**config.mk**
```make
export PLATFORM = sky130hd
export DESIGN_NAME = pattern_sequencer
export DESIGN_NICKNAME = d
export VERILOG_FILES = /design/src/rtl/pattern_sequencer.sv
export SDC_FILE = /design/constraint.sdc
export NUM_CORES = 1
export LEC_CHECK = 0
export ABC_AREA = 1
export CAP_MARGIN = 0
export CORE_MARGIN = 2
export CORE_UTILIZATION = 54
export CTS_CLUSTER_SIZE = 12
export DETAILED_ROUTE_END_ITERATION = 8
export PLACE_DENSITY = 0.93
export SYNTH_ARGS = -nofsm -noshare
export SYNTH_HDL_FRONTEND = slang
export SYNTH_SLANG_ARGS = --single-unit
```
**constraint.sdc**
```tcl
create_clock -name clk -period 4.3 [get_ports clk]
set_clock_uncertainty 0.2 [all_clocks]
set_input_delay 0.86 -clock clk [delete_from_list [all_inputs] [get_ports clk]]
set_output_delay 0.86 -clock clk [all_outputs]
set_load 0.05 [all_outputs]
```
**src/rtl/pattern_sequencer.sv**
```systemverilog
// pattern_sequencer: plays a range of pattern words from a single-port BRAM onto led at a programmable step rate.
//   clk, rst                      clock, asynchronous active-high reset
//   cmd_start, cmd_stop           start/stop pulses; start_addr, end_addr, loop_en, div sampled on an accepted start
//   wr_req, wr_addr, wr_data      loader write request, granted via wr_ack when the port is free
//   mem_en, mem_we, mem_addr,     BRAM port; playback reads take priority over loader writes
//   mem_wdata, mem_rdata
//   led, busy, done, cfg_err      pattern output and status
module pattern_sequencer #(
   parameter int ADDR_W = 5,
   parameter int DATA_W = 5,
   parameter int DIV_W  = 25
) (
   input  logic              clk,
   input  logic              rst,
   input  logic              cmd_start,
   input  logic              cmd_stop,
   input  logic [ADDR_W-1:0] start_addr,
   input  logic [ADDR_W-1:0] end_addr,
   input  logic              loop_en,
   input  logic [DIV_W-1:0]  div,
   input  logic              wr_req,
   input  logic [ADDR_W-1:0] wr_addr,
   input  logic [DATA_W-1:0] wr_data,
   output logic              wr_ack,
   output logic              mem_en,
   output logic              mem_we,
   output logic [ADDR_W-1:0] mem_addr,
   output logic [DATA_W-1:0] mem_wdata,
   input  logic [DATA_W-1:0] mem_rdata,
   output logic [DATA_W-1:0] led,
   output logic              busy,
   output logic              done,
   output logic              cfg_err
);
   typedef enum logic [2:0] {IDLE, FETCH, LATCH, WAIT, DONE} state_t;
   state_t state_q, state_d;
   logic [ADDR_W-1:0] pc_q, pc_d, sa_q, sa_d, ea_q, ea_d;
   logic              loop_q, loop_d;
   logic [DIV_W-1:0]  div_q, div_d, cnt_q, cnt_d;
   logic [DATA_W-1:0] led_q, led_d;
   logic              cfg_err_q, cfg_err_d;

   always_comb begin
      state_d   = state_q;
      pc_d      = pc_q;
      sa_d      = sa_q;
      ea_d      = ea_q;
      loop_d    = loop_q;
      div_d     = div_q;
      cnt_d     = cnt_q;
      led_d     = led_q;
      cfg_err_d = 1'b0;
      // stop preempts every state action, including a pending LATCH
      if (cmd_stop && state_q != IDLE) state_d = IDLE;
      else case (state_q)
         IDLE: if (cmd_start && !cmd_stop) begin
            if (start_addr <= end_addr) begin
               state_d = FETCH;
               pc_d    = start_addr;
               sa_d    = start_addr;
               ea_d    = end_addr;
               loop_d  = loop_en;
               div_d   = div;
            end else cfg_err_d = 1'b1;
         end
         FETCH: state_d = LATCH;
         LATCH: begin
            led_d = mem_rdata;
            if (pc_q != ea_q || loop_q) begin
               pc_d    = pc_q != ea_q ? pc_q + 1'b1 : sa_q;
               cnt_d   = div_q;
               state_d = WAIT;
            end else state_d = DONE;
         end
         WAIT: if (cnt_q == '0) state_d = FETCH;
               else cnt_d = cnt_q - 1'b1;
         DONE: state_d = IDLE;
         default: state_d = IDLE;
      endcase
   end

   always_ff @(posedge clk or posedge rst)
      if (rst) begin
         state_q   <= IDLE;
         pc_q      <= '0;
         sa_q      <= '0;
         ea_q      <= '0;
         loop_q    <= 1'b0;
         div_q     <= '0;
         cnt_q     <= '0;
         led_q     <= '0;
         cfg_err_q <= 1'b0;
      end else begin
         state_q   <= state_d;
         pc_q      <= pc_d;
         sa_q      <= sa_d;
         ea_q      <= ea_d;
         loop_q    <= loop_d;
         div_q     <= div_d;
         cnt_q     <= cnt_d;
         led_q     <= led_d;
         cfg_err_q <= cfg_err_d;
      end

   // rst gates the grant so a held wr_req cannot reach the BRAM during reset
   assign wr_ack    = wr_req && state_q != FETCH && !rst;
   assign mem_en    = state_q == FETCH || wr_ack;
   assign mem_we    = wr_ack;
   assign mem_addr  = state_q == FETCH ? pc_q : wr_addr;
   assign mem_wdata = wr_data;
   assign led       = led_q;
   assign busy      = state_q != IDLE;
   assign done      = state_q == DONE && !cmd_stop;
   assign cfg_err   = cfg_err_q;
endmodule

```
==> metrics.md, run 1 <==
| Metric | Value |
|---|---|
| Die X | 95.0 µm |
| Area grow syn2layout | 20.0% |
| Setup bufs post-CTS | 0 |
| Initial antenna violation count | 0 |
| First-pass GRT wire length | 17.7 mm |
| DR vias | 4120 |
| Nets | 737 |
| Total Power | 3710 µW |
| Post-synth EDFFs | 0 |
| PwrDens | 691 mW/mm² |
| Worst slack, placed | 735 ps |
| DP HPWL | 7.40 mm |
| Crit-path leading delay family | buffers and inverters |
| Fin crit share | 0.835 |
| CP endpoint kind | output pin |
| Slowest library cell on the worst path | clkdlybuf4s50_1 |
| VDD IR max | 0.000471 V |
| Longest Clk Path Bufs | 2 |
| Die ar. | 0.00902 mm² |
| Synth cell types | 32 |
| Layout cells sized above 1 | 0.0767 |
| Crit-path max cell delay | 860 ps |
| Root buf cell | clkbuf_8 |
| Max cap viols | 0 |
| Number of global-route vias before repair | 4026 |
| Slew Limit Headroom | 0.365 |
| 1st-iter DRT viols | 263 |
| Gr ovfl total | 0 |
| CTS tree | done |
| Mapped Area | 0.00447 mm² |
| Worst Tran Pin Value | 953 ps |
| Diodes inserted | 0 |
| Clock slew at reported path FFs | 70 ps |
| Post-synth net total | 680 |
| Critical path arrival | 2530 ps |
| Post-synth top cells | 219 x nand2_1, 75 x dfrtp_1, 74 x inv_1 |
| Top cell by count, worst path | clkdlybuf4s50_1 |
| Largest area contributor in the netlist | dfrtp_1 |
| Most common cell in the synthesized netlist | nand2_1 |
| Synth async-reset ratio | 1.00 |
| Gpl congestion | 0.951 |
| Total routed wirelength | 10.5 mm |
| Die Span Y | 95.0 µm |
| Syn. warnings | 0 |
| Final antenna-violating net count | 0 |
| Starting density of the core | 0.549 |
| Worst Setup Slack, final | 708 ps |
| Startpoint Class | primary input |
| Post-Synthesis Cells | 616 |
| Crit-path max FO | 4 |
| Final Hold Fails | 0 |
| Final hold slack | 288 ps |
| RSZ-0062 raised after global routing | false |
| Leakage | 0.00275 µW |
| Fillers | 657 |
| Seq cells post-synth | 75 |
| Top_reg_cell synth | dfrtp_1 |
| Worst Path Required | 3240 ps |
| Mean Syn Cell Area | 7.26 µm² |
| Setup CP Type | primary input to output pin |
| Worst path bufs/invs | 2 |
| Min-Delay Path Class | flip-flop to flip-flop |
| # DRC | 0 |
| Total I/O pin count | 77 |
| H-tree Lvls | 3 |
| Synth top area share | 0.420 |
| Pin count of the biggest net entering global routing | 76 |
| Hold buffers post-CTS | 0 |
| Final setup viols | 0 |
| Drt first pass iters | 4 |
| Seq/Total Area, Yosys | 0.420 |
| Post-DR vias/cell | 5.26 |
| Setup TNS | 0 ps |
| Max Slew Vio Count | 0 |
| Latest clock arrival within the worst-skew pair | 360 ps |
| GRT Util Overall | 0.252 |
| Port Buf Inserts | 66 |
| Rows | 33 |
| Clock Sinks | 75 |
| Peak Freq | 0.278 GHz |
| Cts repair resizes | 0 |
| Status | completed |
| Critical Path, Cell by Cell | clkdlybuf4s50_1 -> nor4_1 -> clkdlybuf4s50_1 |
| Top area cells in the synthesized netlist | dfrtp_1 42%, nand2_1 18%, inv_1 6.2%, nor2_1 5.1%, o21ai_0 4.7% |
| Avg WL per Cell | 13.5 µm |
| Total core area | 0.00813 mm² |
| TritonCTS buffer count | 9 |
| Crit path time final | 3590 ps |
logic make-up after synthesis:
kind of cell | Yosys count | share of synthesized area
AOI/OAI and AO/OA | 72 | 0.0820
DFF | 75 | 0.420
adders and majority gates | 8 | 0.0224
xor gates and xnor gates | 10 | 0.0213
muxes | 8 | 0.0202
and+or+nand+nor | 341 | 0.334
buffers and inverters | 102 | 0.100
layout by cell type (no fill, tap or decap), types with 3 or more instances in the layout:
master,synthesis,final
nand2_1,219,219
dfrtp_1,75,75
inv_1,74,73
clkdlybuf4s50_1,0,63
nor2_1,61,61
o21ai_0,42,42
nand3_1,30,30
a21oi_1,25,25
clkbuf_8,0,11
mux2_2,8,8
nand4_1,8,8
ha_1,8,8
inv_2,6,6
xor2_1,6,6
buf_4,6,4
nor2_8,3,3
xnor2_1,3,3
nand2_2,3,3
nand3_4,3,3
a31oi_1,3,3
worst min-delay path, delay by kind of cell, from the launching register on:
| kind | cells | cell delay (ps) |
|---|---|---|
| flip-flops | 1 | 350 |
| AND/OR/NAND/NOR | 2 | 110 |
final timing paths:
check	from	end	slack, ps	cells past startpoint
max in group asynchronous	rst	cnt_q[16]$_DFFE_PP0P_	2250	3
min	cnt_q[1]$_DFFE_PP0P_	cnt_q[1]$_DFFE_PP0P_	290	2
min in group asynchronous	rst	state_q[1]$_DFFE_PP0P_	1030	3
max reg2reg	state_q[2]$_DFFE_PP0P_	cnt_q[20]$_DFFE_PP0P_	1890	9
max	cmd_stop	done	710	3
min reg2reg	cnt_q[1]$_DFFE_PP0P_	cnt_q[1]$_DFFE_PP0P_	290	2
power by group:
part	total [µW]	leakage, µW	switching, µW	internal, µW
logic	1780	0.00173	1150	629
clock network	622	0.000113	264	358
registers	1310	0.000903	274	1030
area by class of cell:
cell class,count,area [µm²],share of cell area
well taps,105,131,0.0245
multi-input cells,439,2140,0.400
clock buffers,12,155,0.0289
repair buffers,68,681,0.127
clock inverters,4,72.6,0.0135
inverters,80,304,0.0567
flip-flops and latches,75,1880,0.350
registers in the layout (all words and copies together), names as in the netlist:
| signal | count |
|---|---|
| div_q | 25 |
| loop_q | 1 |
| sa_q | 5 |
| pc_q | 5 |
| led | 5 |
| ea_q | 5 |
| cfg_err | 1 |
| cnt_q | 25 |
| state_q | 3 |
routing by layer:
layer,part of all wire,up-vias,wire length [µm],global-route usage
met3,0.063,42,660,0.0479
met1,0.41,1885,4320,0.301
met5,0,-,0,0
met4,0.040,0,419,0.129
met2,0.49,168,5130,0.431
li1,-,2025,-,-
per-stage QoR:
step,cell area (µm²),std cells,utilization
final,5370,783,0.660
after global routing,5370,783,0.660
after CTS,5370,783,0.660
after detailed placement,5140,767,0.632
after global placement,5140,767,0.632
after floorplan,4470,616,-
No activity file was read; power rests on OpenSTA's default activity.
==> run 2: changes to the inputs <==
Clock period 4.3 ns to 3.8 ns, I/O delays scaled along.
==> run 2 against run 1 <==
First-iteration DRC count grew 6.1%; count of clock-buffer cells in the layout stayed put; utilization rose by 0.37 points; critical path depth increased by 1; combinational power grew 15%; cell area is 0.56% higher; wire length up 4.3%; global-route usage is 1.2 points higher; critical endpoint is now mem_addr[2].
==> metrics.md, run 2 (synthesized netlist as in run 1, its figures left out) <==
| Metric | Value |
|---|---|
| Area grow syn2layout | 20.7% |
| DP HPWL | 7.57 mm (+2.2%) |
| Worst Tran Pin Value | 945 ps (-8.33 ps) |
| Cts repair resizes | 0 (unchanged) |
| Gr ovfl total | 0 (unchanged) |
| Final antenna-violating net count | 0 (unchanged) |
| GRT Util Overall | 0.264 (+0.0124) |
| Avg WL per Cell | 14.0 µm (+4.3%) |
| Diodes inserted | 0 (unchanged) |
| Worst setup startpoint | state_q[1]$_DFFE_PP0P_ |
| Status | completed |
| R2R depth | 9 (unchanged) |
| Fin crit share | 0.906 |
| Largest regs | cnt_q: 25 flops, div_q: 25 flops |
| DR vias | 4153 (+0.80%) |
| GR Util met1 | 0.320 (+0.0190) |
| Final Non-Filler Cells | 783 (unchanged) |
| Worst Hold Endpoint | div_q[18]$_DFFE_PP0P_ |
| Total I/O pin count | 77 (unchanged) |
| HP Start | div_q[18]$_DFFE_PP0P_ |
| PwrDens | 799 mW/mm² (+16%) |
| Worst Path Required | 2840 ps (-400 ps) |
| Die X | 95.0 µm (unchanged) |
| Number of global-route vias before repair | 4168 (+3.5%) |
| Crit path time final | 3440 ps |
| Gpl congestion | 0.882 (-7.3%) |
| Commonest non-fill, non-tap cell in the layout | nand2_1 |
| # DRC | 0 (unchanged) |
| Nets | 737 (unchanged) |
| Post-DR vias/cell | 5.30 (+0.80%) |
| Final setup viols | 0 (unchanged) |
| RSZ-0062 raised after global routing | false |
| H-tree Lvls | 3 (unchanged) |
| Root buf cell | clkbuf_8 |
| Post-route cell area | 0.00540 mm² (+0.56%) |
| VDD IR max | 0.000511 V (+8.3%) |
| Setup bufs post-CTS | 0 (unchanged) |
| Startpoint Class | flip-flop |
| Latest clock arrival within the worst-skew pair | 350 ps (about the same) |
| Clock Sinks | 75 (unchanged) |
| Clock slew at reported path FFs | 80 ps (about the same) |
| Setup TNS | 0 ps (unchanged) |
| Port Buf Inserts | 66 (unchanged) |
| First-pass GRT wire length | 18.7 mm (+5.7%) |
| Die ar. | 0.00902 mm² (unchanged) |
| Layout cells sized above 1 | 0.0796 (+0.00295) |
| Critical path arrival | 2480 ps (-50 ps) |
| Placed cell area | 0.00513 mm² (about the same) |
| Multi-input gate area | 0.00214 mm² (unchanged) |
| Rows | 33 (unchanged) |
| CTS tree | done |
| Met2 Usage GRT | 0.455 (+0.0242) |
| Max cap viols | 0 (unchanged) |
| M3 GR Usage | 0.0567 (+0.00878) |
| Leakage | 0.00277 µW (+0.80%) |
| Worst reg2reg setup slack | 1340 ps (-550 ps) |
| Min-Delay Path Class | flip-flop to flip-flop |
| Starting density of the core | 0.549 (unchanged) |
| Total core area | 0.00813 mm² (unchanged) |
| Hold buffers post-CTS | 0 (unchanged) |
| Longest Clk Path Bufs | 2 (unchanged) |
| Total routed wirelength | 11.0 mm (+4.3%) |
| Fillers | 657 (unchanged) |
| 1st-iter DRT viols | 279 (+6.1%) |
| Top Usage Layer GRT | met2 |
| Max Slew Vio Count | 0 (unchanged) |
| Worst hold path depth | 2 (unchanged) |
| Most frequent cells in the layout | 219 x nand2_1, 75 x dfrtp_1, 73 x inv_1 |
| FF/Latch Area | 0.00188 mm² (unchanged) |
| Crit-path max FO | 10 (+6) |
| Setup CP Type | flip-flop to output pin |
| Peak Freq | 0.290 GHz |
| Worst r2r dst | cnt_q[1]$_DFFE_PP0P_ |
| Origin of the critical flop-to-flop path | state_q[2]$_DFFE_PP0P_ |
| Initial antenna violation count | 0 (unchanged) |
| Drt first pass iters | 5 (+1) |
| Cells after DPL | 767 (unchanged) |
| Slew Limit Headroom | 0.370 (+0.00555) |
| CP endpoint kind | output pin |
| TritonCTS buffer count | 9 (unchanged) |
| Die Span Y | 95.0 µm (unchanged) |
| Pin count of the biggest net entering global routing | 76 (unchanged) |
| Final Hold Fails | 0 (unchanged) |
run 2: worst max-delay path by stage:
stage	to	slack, ps	cells past startpoint
detailed placement	mem_addr[3]	650	4
CTS	mem_addr[2]	370	4
floorplan	wr_ack	160	4
global placement	mem_addr[0]	660	4
global route	mem_addr[0]	270	4
finish	mem_addr[2]	360	4
run 2: area by class of cell:
class                   instances  share of cell area
multi-input cells             439               0.397
flip-flops and latches         75               0.348
repair buffers                 68               0.126
inverters                      80              0.0564
clock buffers                  12              0.0306
well taps                     105              0.0244
clock inverters                 4              0.0176
run 2: power by group:
group          internal [µW]  switching (µW)  total [µW]  leakage [µW]
clock                    489             297         786      0.000133
sequential              1170             313        1480      0.000903
combinational            710            1330        2040       0.00173
run 2: metrics by stage:
| stage | utilization | hold slack (ps) | total power (µW) | setup slack, ps |
|---|---|---|---|---|
| 5_1_grt | 0.663 | 319 | 4640 | 269 |
| 2_1_floorplan | - | 249 | 3000 | 158 |
| 4_1_cts | 0.663 | 304 | 4300 | 372 |
| 3_5_place_dp | 0.631 | 274 | 3480 | 649 |
| 6_report | 0.663 | 300 | 4310 | 356 |
| 3_3_place_gp | 0.631 | 261 | 3360 | 659 |
run 2: critical path: stages (launching register included):
cell	delay, ps
dfrtp_1	440
inv_2	160
nand3_1	380
mux2_2	350
clkdlybuf4s50_1	800
run 2: metal layers:
metal / wire length [µm] / vias to the layer above
li1: - / 2024
met1: 4450 / 1951
met2: 5590 / 153
met3: 660 / 25
met4: 282 / 0
met5: 0 / -
==> run 3: changes to the inputs <==
Settings changed: CAP_MARGIN 0 to 10.
Clock period 3.8 ns to 3.3 ns, I/O delays scaled along.
==> run 3 against run 2 <==
Via count down 0.82%; clock power is 5.2% lower; register-to-register slack got worse by 190 ps; first-iteration DRC count is 1.1% lower; total power increased by 11%; sequential power increased by 15%; combinational power rose by 14%; largest cell class unchanged; largest power group unchanged.
==> metrics.md, run 3 (synthesized netlist as in run 1, its figures left out) <==
| Metric | Value |
|---|---|
| Placed cell area | 0.00516 mm² (+0.54%) |
| Starting density of the core | 0.549 (unchanged) |
| Largest regs | cnt_q: 25 flops, div_q: 25 flops |
| Routed length on met1 | 4.19 mm (-6.0%) |
| Leakage | 0.00276 µW (-0.38%) |
| CTS tree | done |
| PwrDens | 886 mW/mm² (+11%) |
| Nets | 739 (+0.27%) |
| Final hold slack | 297 ps (-3.58 ps) |
| Rows | 33 (unchanged) |
| Final antenna-violating net count | 0 (unchanged) |
| Layout cells sized above 1 | 0.0868 (+0.00712) |
| Critical Path, Cell by Cell | inv_2 -> nand3_1 -> mux2_2 -> clkdlybuf4s50_1 |
| Final Hold Fails | 0 (unchanged) |
| Critical path arrival | 2250 ps (-230 ps) |
| Highest Signal Layer | met4 |
| Latest clock arrival within the worst-skew pair | 350 ps (about the same) |
| Initial antenna violation count | 0 (unchanged) |
| Post-DR vias/cell | 5.25 (-1.1%) |
| Combinational share of power | 0.487 (+0.013) |
| H-tree Lvls | 3 (unchanged) |
| Switching portion of total power | 0.462 (+0.0114) |
| Worst Tran Pin Value | 929 ps (-15.9 ps) |
| VDD IR max | 0.000618 V (+21%) |
| Fillers | 660 (+0.46%) |
| FF/Latch Area | 0.00188 mm² (unchanged) |
| Peak Freq | 0.321 GHz |
| Post-route cell area | 0.00537 mm² (-0.39%) |
| Die X | 95.0 µm (unchanged) |
| Switching Power | 2200 µW (+13%) |
| Max cap viols | 0 (unchanged) |
| Slowest library cell on the worst path | clkdlybuf4s50_1 |
| Min-Delay Path Class | flip-flop to flip-flop |
| Total core area | 0.00813 mm² (unchanged) |
| Die ar. | 0.00902 mm² (unchanged) |
| Worst setup startpoint | state_q[1]$_DFFE_PP0P_ |
| Max Slew Vio Count | 0 (unchanged) |
| First-pass GRT wire length | 17.7 mm (-5.6%) |
| Setup CP Type | flip-flop to output pin |
| Area grow syn2layout | 20.2% |
| # DRC | 0 (unchanged) |
| Avg WL per Cell | 13.2 µm (-5.7%) |
| Sequential power share | 0.357 (+0.014) |
| Final Util | 0.661 (-0.00261) |
| Gr ovfl total | 0 (unchanged) |
| Crit-path max FO | 4 (-6) |
| RSZ-0062 raised after global routing | false |
| Diodes inserted | 0 (unchanged) |
| Commonest non-fill, non-tap cell in the layout | nand2_1 |
| DP HPWL | 7.49 mm (-1.1%) |
| Fin crit share | 0.943 |
| Startpoint Class | flip-flop |
| Port Buf Inserts | 66 (unchanged) |
| Worst path bufs/invs | 2 (unchanged) |
| Met3 Wirelength | 575 µm (-13%) |
| Setup bufs post-CTS | 0 (unchanged) |
| GRT Util Overall | 0.250 (-0.0142) |
| Root buf cell | clkbuf_8 |
| Cts repair resizes | 0 (unchanged) |
| Total I/O pin count | 77 (unchanged) |
| Die Span Y | 95.0 µm (unchanged) |
| Clock Power Share | 0.156 (-0.026) |
| Crit-path max cell delay | 790 ps (about the same) |
| Worst slack, placed | 389 ps (-260 ps) |
| 1st-iter DRT viols | 276 (-1.1%) |
| Pin count of the biggest net entering global routing | 76 (unchanged) |
| Multi-input gate area | 0.00215 mm² (+0.23%) |
| Final setup viols | 0 (unchanged) |
| Crit-path leading delay family | buffers and inverters |
| Origin of the critical flop-to-flop path | state_q[2]$_DFFE_PP0P_ |
| Total Power | 4760 µW (+11%) |
| Drt first pass iters | 5 (unchanged) |
| Worst Setup Slack, final | 187 ps (-170 ps) |
| Clock slew at reported path FFs | 80 ps (about the same) |
| Most frequent cells in the layout | 219 x nand2_1, 75 x dfrtp_1, 73 x inv_1 |
| Status | completed |
| Hold buffers post-CTS | 0 (unchanged) |
| DR vias | 4119 (-0.82%) |
| Worst Path Required | 2440 ps (-400 ps) |
| Slew Limit Headroom | 0.381 (+0.0106) |
| CP endpoint kind | output pin |
| Gpl congestion | 0.892 (+1.2%) |
| Crit path time final | 3110 ps |
| Number of global-route vias before repair | 4015 (-3.7%) |
| Clock Sinks | 75 (unchanged) |
| Longest Clk Path Bufs | 2 (unchanged) |
| DR WL met2 | 5.39 mm (-3.6%) |
| HP Start | div_q[14]$_DFFE_PP0P_ |
| TritonCTS buffer count | 9 (unchanged) |
| Total routed wirelength | 10.4 mm (-5.5%) |
| Power Internal | 2560 µW (+8.3%) |
[run 3: path summary, 6_finish.rpt]
check | cells past startpoint | end | slack, ps
min | 2 | div_q[14]$_DFFE_PP0P_ | 300
min in group asynchronous | 3 | led[2]$_DFFE_PP0P_ | 850
max reg2reg | 9 | cnt_q[9]$_DFFE_PP0P_ | 1150
max in group asynchronous | 3 | cnt_q[13]$_DFFE_PP0P_ | 1460
min reg2reg | 2 | div_q[14]$_DFFE_PP0P_ | 300
max | 4 | mem_addr[2] | 190
[run 3: final cells by class]
class,count,share of cell area
sequential,75,0.349
inverter,80,0.0566
tap,105,0.0244
clock buffer,11,0.0282
timing repair buffer,70,0.130
clock inverter,5,0.0112
multi-input combinational,439,0.400
[run 3: tightest hold or removal path: stages, from the launching register on]
cell and delay, ps:
dfrtp_1 350, nand2_1 50, o21ai_0 60
[run 3: through the flow]
stage / cells / TNS, ps
floorplan: 616 / -70.5
global placement: 769 / 0
detailed placement: 769 / 0
CTS: 785 / 0
global route: 785 / 0
finish: 785 / 0
[run 3: power by group through the flow]
stage	sequential [µW]	combinational, µW	clock [µW]
floorplan	1720	1740	0
global placement	1680	2200	0
detailed placement	1710	2300	0
CTS	1690	2320	751
global route	1750	2610	787
finish	1700	2320	745
[run 3: layer usage]
layer / GRT usage / vias to the layer above
met3: 0.0439 / 21
met1: 0.296 / 1943
li1: - / 2028
met4: 0.0942 / 0
met5: 0 / -
met2: 0.450 / 127
